===== src/rtl/adder_pkg.sv =====
// Shared definitions for the pipelined ripple-carry adder/subtractor.
//   OP_ADD / OP_SUB : encodings of the in_op input.
package adder_pkg;

    localparam logic OP_ADD = 1'b0;
    localparam logic OP_SUB = 1'b1;

endpackage


===== src/rtl/adder_chunk.sv =====
// Combinational C-bit ripple-carry adder chunk.
// One instance per pipeline stage.
// Ports:
//   a, b      in   C  chunk operands; b is already inverted for subtraction
//   cin       in   1  carry into bit 0 of the chunk
//   sum       out  C  chunk sum
//   cout      out  1  carry out of the chunk MSB
//   c_msb_in  out  1  carry into the chunk MSB; the top chunk uses it for signed overflow
module adder_chunk #(
    parameter int C = 2
) (
    input  logic [C-1:0] a,
    input  logic [C-1:0] b,
    input  logic         cin,
    output logic [C-1:0] sum,
    output logic         cout,
    output logic         c_msb_in
);

    always_comb begin
        logic [C:0] c;
        // NOTE: combinational blocks use blocking '=' so that each line sees
        // the value computed by the line before it, as the ripple needs.
        c    = '0;
        sum  = '0;
        c[0] = cin;
        for (int i = 0; i < C; i++) begin
            sum[i]   = a[i] ^ b[i] ^ c[i];
            c[i + 1] = (a[i] & b[i]) | (c[i] & (a[i] ^ b[i]));
        end
        cout     = c[C];
        c_msb_in = c[C - 1];
    end

endmodule


===== src/rtl/adder_pipe_rc.sv =====
// Pipelined ripple-carry adder/subtractor with a valid/ready handshake.
// WIDTH-bit operands are split into STAGES chunks of C = WIDTH/STAGES bits.
// Stage k sums chunk k and registers its carry for stage k+1. The pipe holds
// up to STAGES operations and retires one per cycle while out_rdy is high.
// Ports:
//   clk, rst_n  clock and asynchronous active-low reset
//   in_val      in   1      operand valid
//   in_rdy      out  1      operands are accepted this cycle
//   in_a, in_b  in   WIDTH  operands
//   in_cin      in   1      carry-in for ADD; ignored for SUB
//   in_op       in   1      OP_ADD / OP_SUB
//   out_val     out  1      result valid
//   out_rdy     in   1      consumer takes the result this cycle
//   out_sum     out  WIDTH  result
//   out_cout    out  1      carry out of the MSB (for SUB, 1 means no borrow)
//   out_ovf     out  1      two's-complement signed overflow
module adder_pipe_rc
    import adder_pkg::*;
#(
    parameter int WIDTH  = 8,
    parameter int STAGES = 4
) (
    input  logic             clk,
    input  logic             rst_n,
    input  logic             in_val,
    output logic             in_rdy,
    input  logic [WIDTH-1:0] in_a,
    input  logic [WIDTH-1:0] in_b,
    input  logic             in_cin,
    input  logic             in_op,
    output logic             out_val,
    input  logic             out_rdy,
    output logic [WIDTH-1:0] out_sum,
    output logic             out_cout,
    output logic             out_ovf
);

    localparam int C = WIDTH / STAGES;

    if (STAGES < 1 || WIDTH < 2 || (WIDTH % STAGES) != 0) begin : g_param_check
        $error("adder_pipe_rc: WIDTH must be >= 2 and a multiple of STAGES >= 1");
    end

    // Stage registers. word_r[k] holds the sum bits already produced in its
    // lower (k+1)*C bits and the untouched operand A bits above them.
    // badj_r[k] holds operand B after the ADD/SUB inversion.
    logic [STAGES-1:0] vld_r;
    logic [WIDTH-1:0]  word_r  [STAGES];
    logic [WIDTH-1:0]  badj_r  [STAGES];
    logic [STAGES-1:0] carry_r;
    logic              c_msb_r;

    // Stage inputs and chunk results.
    logic [STAGES-1:0] en;
    logic [STAGES-1:0] vin;
    logic [STAGES-1:0] cin_in;
    logic [WIDTH-1:0]  word_in [STAGES];
    logic [WIDTH-1:0]  badj_in [STAGES];
    logic [WIDTH-1:0]  word_nx [STAGES];
    logic [C-1:0]      sum_nx  [STAGES];
    logic              cout_nx [STAGES];
    logic              cmsb_nx [STAGES];

    // Ready chain, walked from the output back to the input. A stage may load
    // when it is empty or when its own content moves on this cycle.
    always_comb begin
        logic go;
        go = out_rdy;
        en = '0;
        for (int k = STAGES - 1; k >= 0; k--) begin
            en[k] = !vld_r[k] || go;
            go    = en[k];
        end
    end

    assign in_rdy = en[0];

    // Stage 0 is fed from the ports; every later stage is fed from the
    // registers of the stage before it.
    always_comb begin
        vin[0]     = in_val;
        word_in[0] = in_a;
        badj_in[0] = (in_op == OP_SUB) ? ~in_b : in_b;
        cin_in[0]  = (in_op == OP_SUB) ? 1'b1 : in_cin;
        for (int k = 1; k < STAGES; k++) begin
            vin[k]     = vld_r[k - 1];
            word_in[k] = word_r[k - 1];
            badj_in[k] = badj_r[k - 1];
            cin_in[k]  = carry_r[k - 1];
        end
    end

    for (genvar k = 0; k < STAGES; k++) begin : g_stage
        adder_chunk #(
            .C (C)
        ) u_chunk (
            .a        (word_in[k][k*C +: C]),
            .b        (badj_in[k][k*C +: C]),
            .cin      (cin_in[k]),
            .sum      (sum_nx[k]),
            .cout     (cout_nx[k]),
            .c_msb_in (cmsb_nx[k])
        );
    end

    // Replace chunk k of the running word with the freshly computed sum bits.
    always_comb begin
        for (int k = 0; k < STAGES; k++) begin
            word_nx[k]             = word_in[k];
            word_nx[k][k*C +: C]   = sum_nx[k];
        end
    end

    // Data registers load only when a valid operation enters the stage, so
    // a stalled output stage and bubbles leave the held result untouched.
    always_ff @(posedge clk or negedge rst_n) begin
        if (!rst_n) begin
            // NOTE: the data registers are reset as well as the valid bits,
            // because the output stage drives out_sum/out_cout/out_ovf
            // directly and those must read zero after reset.
            vld_r   <= '0;
            carry_r <= '0;
            c_msb_r <= 1'b0;
            for (int k = 0; k < STAGES; k++) begin
                word_r[k] <= '0;
                badj_r[k] <= '0;
            end
        end else begin
            // NOTE: state updates use non-blocking '<=' so every stage samples
            // its predecessor's pre-edge value and the pipe shifts by one.
            for (int k = 0; k < STAGES; k++) begin
                if (en[k]) begin
                    vld_r[k] <= vin[k];
                end
                if (en[k] && vin[k]) begin
                    word_r[k]  <= word_nx[k];
                    badj_r[k]  <= badj_in[k];
                    carry_r[k] <= cout_nx[k];
                end
            end
            if (en[STAGES-1] && vin[STAGES-1]) begin
                c_msb_r <= cmsb_nx[STAGES-1];
            end
        end
    end

    assign out_val  = vld_r[STAGES-1];
    assign out_sum  = word_r[STAGES-1];
    assign out_cout = carry_r[STAGES-1];
    // Signed overflow: carry into the MSB differs from carry out of it.
    assign out_ovf  = c_msb_r ^ carry_r[STAGES-1];

endmodule


===== config.mk =====
export PLATFORM = sky130hd
export DESIGN_NAME = adder_pipe_rc
export DESIGN_NICKNAME = d
export VERILOG_FILES = /design/src/rtl/adder_pkg.sv /design/src/rtl/adder_chunk.sv /design/src/rtl/adder_pipe_rc.sv
export SDC_FILE = /design/constraint.sdc
export NUM_CORES = 1
export LEC_CHECK = 0
export ABC_AREA = 1
export BUFFER_PORTS_ARGS = -buffer_cell sky130_fd_sc_hd__buf_2
export CORE_UTILIZATION = 56
export CTS_CLUSTER_DIAMETER = 80
export DETAILED_ROUTE_END_ITERATION = 16
export PLACE_DENSITY = 0.87
export SLEW_MARGIN = 20
export SYNTH_ARGS = -nofsm -noshare
export SYNTH_HDL_FRONTEND = slang
export SYNTH_SLANG_ARGS = --single-unit

===== constraint.sdc =====
create_clock -name clk -period 1.8 [get_ports clk]
set_input_delay 0.09 -clock clk [delete_from_list [all_inputs] [get_ports clk]]
set_output_delay 0.09 -clock clk [all_outputs]
set_load 0.02 [all_outputs]

==> metrics.md, run 1 <==
| Metric | Value |
|---|---|
| Clock Pin Slew Worst Setup and Hold Paths | 90 ps |
| Final core utilization | 0.6565 |
| Port bufs | 33 |
| Setup Skew | 4.405 ps |
| Largest net degree at the start of global routing | 30 |
| Routability Congestion | about 0.72 |
| Clock power frac | 0.167 |
| Cell internal pwr | 2.364 mW |
| CTS tree | built |
| Max Fanout on Critical Path | 2 |
| Top post-synthesis cells by area | dfrtp_1 (55%), nand2_1 (13%), nand3_1 (7.3%) |
| Core Region | 4058 um^2 |
| Total clock buffers created by CTS | 5 |
| Clock root buffer | clkbuf_8 |
| Die ar. | 4533 um^2 |
| Synth async-reset ratio | 1.000 |
| Critical register-to-register path startpoint | badj_in[6] |
| Finished Layout Cells | 330 |
| Design Power | 3.812 mW |
| Switching Fraction | 0.3798 |
| Number of global-route vias before repair | 1569 |
| CTS sink count | 53 |
| Antenna violations before repair | 0 |
| Ratio of cells with drive above 1 in the final layout | 0.1857 |
| Clock Tree Buf Depth | 2 |
| Die height | just under 70 um |
| Post-CTS sizing | 0 |
| CP Class | flip-flop to flip-flop |
| Initial core utilization | 0.5890 |
| Gate power share | 0.340 |
| Leakage dissipation | about 1.4 nW |
| 1st-iter DRT viols | 101 |
| CTS H-tree lvls | 2 |
| Syn. warnings | 0 |
| Antenna cells | 0 |
| Mean post-synth cell area | 9.675 um^2 |
| Seq pwr share | 0.493 |
| Via count | 1634 |
| # DRC | 0 |
| WP data required | 2050 ps |
| Worst Path Arrival | 1850 ps |
| Min cycle time layout | 1602 ps |
| Top-count cell post-synth | nand2_1 |
| Vias per inst | 4.952 |
| Fin. Hold Viols | 0 |
| CP Launch Type | flip-flop |
| Die width | around 67 um |
| Setup WS post-layout | 197.7 ps |
| Final setup violation count | 0 |
| R2R setup slack | 200 ps |
| Placed Cells | 321 |
| Peak supply drop | 0.5961 mV |
| Area Growth Syn to Fin | 11.47% |
| Number of synthesized flops with an enable pin | 0 |
| Seq/Total Area, Yosys | 0.5550 |
| Setup repair after global routing missed its margin | false |
| Power density cells | 1431 nW/um^2 |
| Worst Hold Class | primary input to flip-flop |
| Final antenna-violating net count | 0 |
| F_max | approximately 0.62 GHz |
| Fin Hold WS | between 4 and 5 ps |
| First-pass GRT wire length | 6382 um |
| # hold bufs at CTS | 1 |
| GRT Total Usage | 0.1954 |
| DP HPWL | 2800 um |
| Net count after synthesis | 277 |
| Io pins | 34 |
| Postcts setup bufs | 0 |
| Pre-CTS setup slack | 212.4 ps |
| Routed WL per cell | 11.32 um |
| Max transition margin | 0.6243 |
| Crit end category | flip-flop |
| Outcome | finished clean |
| Worst hold path depth | 3 |
| Final period utilization | 0.8902 |
| DRT Pass-1 Iters | 4 |
| Post-synth top area share | 0.5550 |
| Register bit total from synthesis | 53 |
| Design Area, Final | 2664 um^2 |
| TNS Setup | 0 ps |
| R2R cell count | 4 |
| Synthesized netlist cell count | 247 |
| Synth Flop Type | dfrtp_1 |
| DRT Wirelength | 3734 um |
| Critical R2R Capture | out_sum[7] |
| Row cnt | 23 |
| Clock Latency Late Sink | 310 ps |
| Synthesized area | 2390 um^2 |
| Final net count | between 300 and 400 |
| Synth top cells by count | nand2_1 (84), dfrtp_1 (53), nand3_1 (35) |
| Psw | 1.448 mW |
| Yosys top cell by area | dfrtp_1 |
| Cell area after placement | 2571 um^2 |
| Grt ovf | 0 |
| Min-Delay Startpoint | in_a[7] |
| Worst Tran Pin Value | 563.6 ps |
| WHS Endpoint | word_in[23] |
| Synth cell types | 22 |
| Max_cap viols | 0 |
| Slew Limit Fails | 0 |
layout make-up:
class	count	area, um^2
fillers	350	1394
well taps	50	62.56
clock inverters	2	10.01
repair buffers	37	210.2
inverters	19	71.32
flip-flops and latches	53	1326
clock buffers	6	72.57
multi-input cells	163	910.9
placed cells by master (no fill, tap or decap), drive strengths merged:
| master | netlist | final |
|---|---|---|
| a21oi | 4 | 4 |
| buf | 10 | 36 |
| clkbuf | 2 | 6 |
| clkinv | 0 | 2 |
| dfrtp | 53 | 53 |
| dlygate4sd3 | 0 | 1 |
| fa | 8 | 8 |
| inv | 19 | 19 |
| nand2 | 89 | 89 |
| nand3 | 36 | 36 |
| nand4 | 1 | 1 |
| nor2 | 6 | 6 |
| o21ai | 10 | 10 |
| xnor2 | 1 | 1 |
| xor2 | 8 | 8 |
power groups by stage:
stage	registers (mW)	clock network (mW)	logic [mW]
floorplan	1.95	0	0.938
global placement	1.87	0	1.26
detailed placement	1.90	0	1.32
CTS	1.88	0.651	1.33
global route	1.94	0.688	1.53
finish	1.88	0.636	1.30
how the worst max path moves through the flow:
| stage | to | cells after the start | startpoint |
|---|---|---|---|
| 2_1_floorplan | out_sum[7] | 4 | badj_in[6] |
| 3_3_place_gp | out_sum[7] | 4 | badj_in[6] |
| 3_5_place_dp | out_sum[7] | 4 | badj_in[6] |
| 4_1_cts | out_sum[7] | 4 | badj_in[6] |
| 5_1_grt | out_sum[7] | 4 | badj_in[6] |
| 6_report | out_sum[7] | 4 | badj_in[6] |
worst max-delay path: stages, from the launching register on:
cell and delay, ps:
dfrtp_1 410, fa_1 480, fa_1 520, nand3_1 70, nand2_1 70
kinds of logic after synthesis:
group,synth area share
XOR/XNOR,0.03299
AND/OR/NAND/NOR,0.2518
adder cells (fa/ha/maj),0.06701
AO/OA/AOI/OAI,0.02932
buffers and inverters,0.06386
flip-flops,0.5550
sequential cells by signal, indices dropped and copies added, names as in the netlist:
signal	cells
word_in	24
badj_in	12
out_sum	8
carry_r	4
vld_r	4
c_msb_r	1
metal layers:
metal,part of all wire,track usage
met2,0.50,0.3563
met4,0.022,0.1117
met1,0.45,0.2101
met3,0.034,0.03547
met5,0,0
Note: power is estimated with default switching activity, not from simulation.
==> run 2, diff against run 1 <==
--- a/config.mk
+++ b/config.mk
@@ -10,6 +10,7 @@
 export CORE_UTILIZATION = 56
 export CTS_CLUSTER_DIAMETER = 80
 export DETAILED_ROUTE_END_ITERATION = 16
+export GPL_TIMING_DRIVEN = 0
 export PLACE_DENSITY = 0.87
 export SLEW_MARGIN = 20
 export SYNTH_ARGS = -nofsm -noshare
==> run 2 against run 1 <==
  * Sequential cell count unchanged
  * Critical path depth is the same
  * Via count is 0.37% lower
  * Final area is 3.2% higher
  * Worst setup slack gained 0.60 ps
  * Count of clock-buffer cells in the layout unchanged
  * Die area did not move
  * Clock power is 31% higher
  * Combinational power up 8%
  * Routed wire length increased by 0.29%
  * Largest cell class unchanged
  * Largest power group unchanged
  * Highest routed layer unchanged
==> metrics.md, run 2 (synthesized netlist as in run 1, its figures left out) <==
| Metric | Value |
|---|---|
| Commonest non-fill, non-tap cell in the layout | nand2_1 |
| TNS Setup | 0 ps (unchanged) |
| Max transition margin | 0.5746 (-0.04964) |
| Fill count | 325 (-7.1%) |
| CTS H-tree lvls | 2 (unchanged) |
| Final period utilization | 0.8899 (about the same) |
| Largest net degree at the start of global routing | 54 (+80%) |
| DRT Pass-1 Iters | 4 (unchanged) |
| WP data required | 2050 ps (about the same) |
| CTS tree | built |
| R2R setup slack | 200 ps (about the same) |
| 1st-iter DRT viols | 79 (-22%) |
| Die height | 67.33 um (unchanged) |
| CP dominant cell by count | fa_1 |
| Setup repair after global routing missed its margin | false |
| Antenna violations before repair | 0 (unchanged) |
| Crit end category | flip-flop |
| End point of the critical path | out_sum[7] |
| Total clock buffers created by CTS | 5 (unchanged) |
| Cell area after placement | 2608 um^2 (+1.4%) |
| Leakage dissipation | 1.475 nW (+2.6%) |
| Port bufs | 31 (-6.1%) |
| Design Area, Final | 2750 um^2 (+3.2%) |
| Worst Hold Class | primary input to flip-flop |
| Bufs and invs on worst path | 0 (unchanged) |
| WP depth | 4 (unchanged) |
| DRT Wirelength | 3745 um (+0.29%) |
| Number of global-route vias before repair | 1502 (-4.3%) |
| Clock root buffer | clkbuf_8 |
| GRT Total Usage | 0.1907 (-0.004661) |
| Max reg flops | 24 (unchanged) |
| Die ar. | 4533 um^2 (unchanged) |
| Worst Path Arrival | 1850 ps (about the same) |
| Critical Path Slowest Stage Cell | fa_1 |
| Max_cap viols | 0 (unchanged) |
| Slew Limit Fails | 0 (unchanged) |
| Register area | 1326 um^2 (unchanged) |
| Final setup violation count | 0 (unchanged) |
| DP HPWL | 2874 um (+2.6%) |
| Outcome | finished clean |
| R2R cell count | 4 (unchanged) |
| Via count | 1628 (-0.37%) |
| Fin. Hold Viols | 0 (unchanged) |
| CP Launch Type | flip-flop |
| F_max | 0.6243 GHz (about the same) |
| Grt ovf | 0 (unchanged) |
| Die width | 67.33 um (unchanged) |
| Ratio of cells with drive above 1 in the final layout | 0.2014 (+0.01567) |
| Setup Skew | 6.898 ps (+2.493 ps) |
| CP Cell Sequence | fa_1 > fa_1 > nand3_1 > nand2_1 |
| Clock Latency Late Sink | 310 ps (about the same) |
| # DRC | 0 (unchanged) |
| Max Fanout on Critical Path | 2 (unchanged) |
| Clock Pin Slew Worst Setup and Hold Paths | 90 ps (about the same) |
| Min cycle time layout | 1602 ps (-0.5950 ps) |
| Routed WL per cell | 11.08 um (-2.1%) |
| Vias per inst | 4.817 (-2.7%) |
| Core Region | 4058 um^2 (unchanged) |
| Worst Tran Pin Value | 638.0 ps (+74.46 ps) |
| Routability Congestion | 0.7511 (+4.0%) |
| Final net count | 317 (+2.6%) |
| Design Power | 4.077 mW (+7.0%) |
| Final antenna-violating net count | 0 (unchanged) |
| CP top delay family | adder cells |
| Antenna cells | 0 (unchanged) |
| Critical register-to-register path startpoint | badj_in[6] |
| Clock Tree Buf Depth | 2 (unchanged) |
| Final core utilization | 0.6778 (+0.02128) |
| Area Growth Syn to Fin | 15.08% |
| CP Class | flip-flop to flip-flop |
| Critical R2R Capture | out_sum[7] |
| Io pins | 34 (unchanged) |
| Initial core utilization | 0.5890 (unchanged) |
| Footprint of the multi-input gates | 910.9 um^2 (unchanged) |
| CP Launch Point | badj_in[6] |
| CTS sink count | 53 (unchanged) |
| Power density cells | 1482 nW/um^2 (+3.6%) |
| Slowest stage delay, CP | 520 ps (about the same) |
| Commonest cells after routing, fill and taps aside | nand2_1 (84), dfrtp_1 (53), nand3_1 (35) |
| First-pass GRT wire length | 6182 um (-3.1%) |
| Row cnt | 23 (unchanged) |
| Peak supply drop | 0.5086 mV (-15%) |
[run 2: changes by cell type in the layout (fill, tap and decap cells not counted), sizes merged]
| cell | before | now |
|---|---|---|
| buf | 36 | 41 |
| bufinv | 0 | 1 |
| clkbuf | 6 | 8 |
| clkinv | 2 | 0 |
| clkinvlp | 0 | 1 |
| dlygate4sd3 | 1 | 2 |
[run 2: power by group]
group	leakage, nW	switching [mW]	internal, mW
combinational	0.766	0.874	0.536
sequential	0.652	0.220	1.62
clock	0.0574	0.378	0.452
total	1.48	1.47	2.61
[run 2: layout make-up]
type | count | share of cell area
clock inverters | 2 | 0.01365
repair buffers | 33 | 0.06460
multi-input cells | 163 | 0.3312
clock buffers | 6 | 0.03003
inverters | 19 | 0.02593
plain buffers | 12 | 0.02957
well taps | 50 | 0.02275
flip-flops and latches | 53 | 0.4823
[run 2: how the worst min path moves through the flow]
stage	start	endpoint	slack, ps	depth (start not counted)
after floorplan	rst_n	badj_in[12]	-210	0
final	in_a[4]	word_in[20]	6	3
after CTS	in_a[4]	word_in[20]	3	3
after detailed placement	in_a[2]	word_in[18]	330	3
after global routing	in_a[3]	word_in[19]	9	3
after global placement	in_a[2]	word_in[18]	330	3
[run 2: worst register-to-register path: cells and delay by family, from the launching register on]
kind / cells / cell delay, ps
flip-flops: 1 / 410
AND/OR/NAND/NOR: 2 / 140
adder cells (fa/ha/maj): 2 / 990
[run 2: per-layer routing]
layer | global-route usage | routed length [um]
met1 | 0.2103 | 1623
met5 | 0 | 0
met2 | 0.3363 | 1881
met3 | 0.06588 | 194
met4 | 0.07181 | 45
[run 2: timing repair]
item,CTS,global route
gates resized for setup,0,0
setup buffers,0,0
endpoints found under the setup margin,0,0
hold endpoints to repair,1,53
hold buffers,1,1
[run 2: per-stage QoR]
stage	worst slack (ps)	hold slack, ps	std cells
finish	198.3	5.670	338
detailed placement	190.6	327.6	328
global placement	235.2	327.5	328
floorplan	267.7	-205.6	247
CTS	179.9	2.727	337
global route	99.50	9.102	338
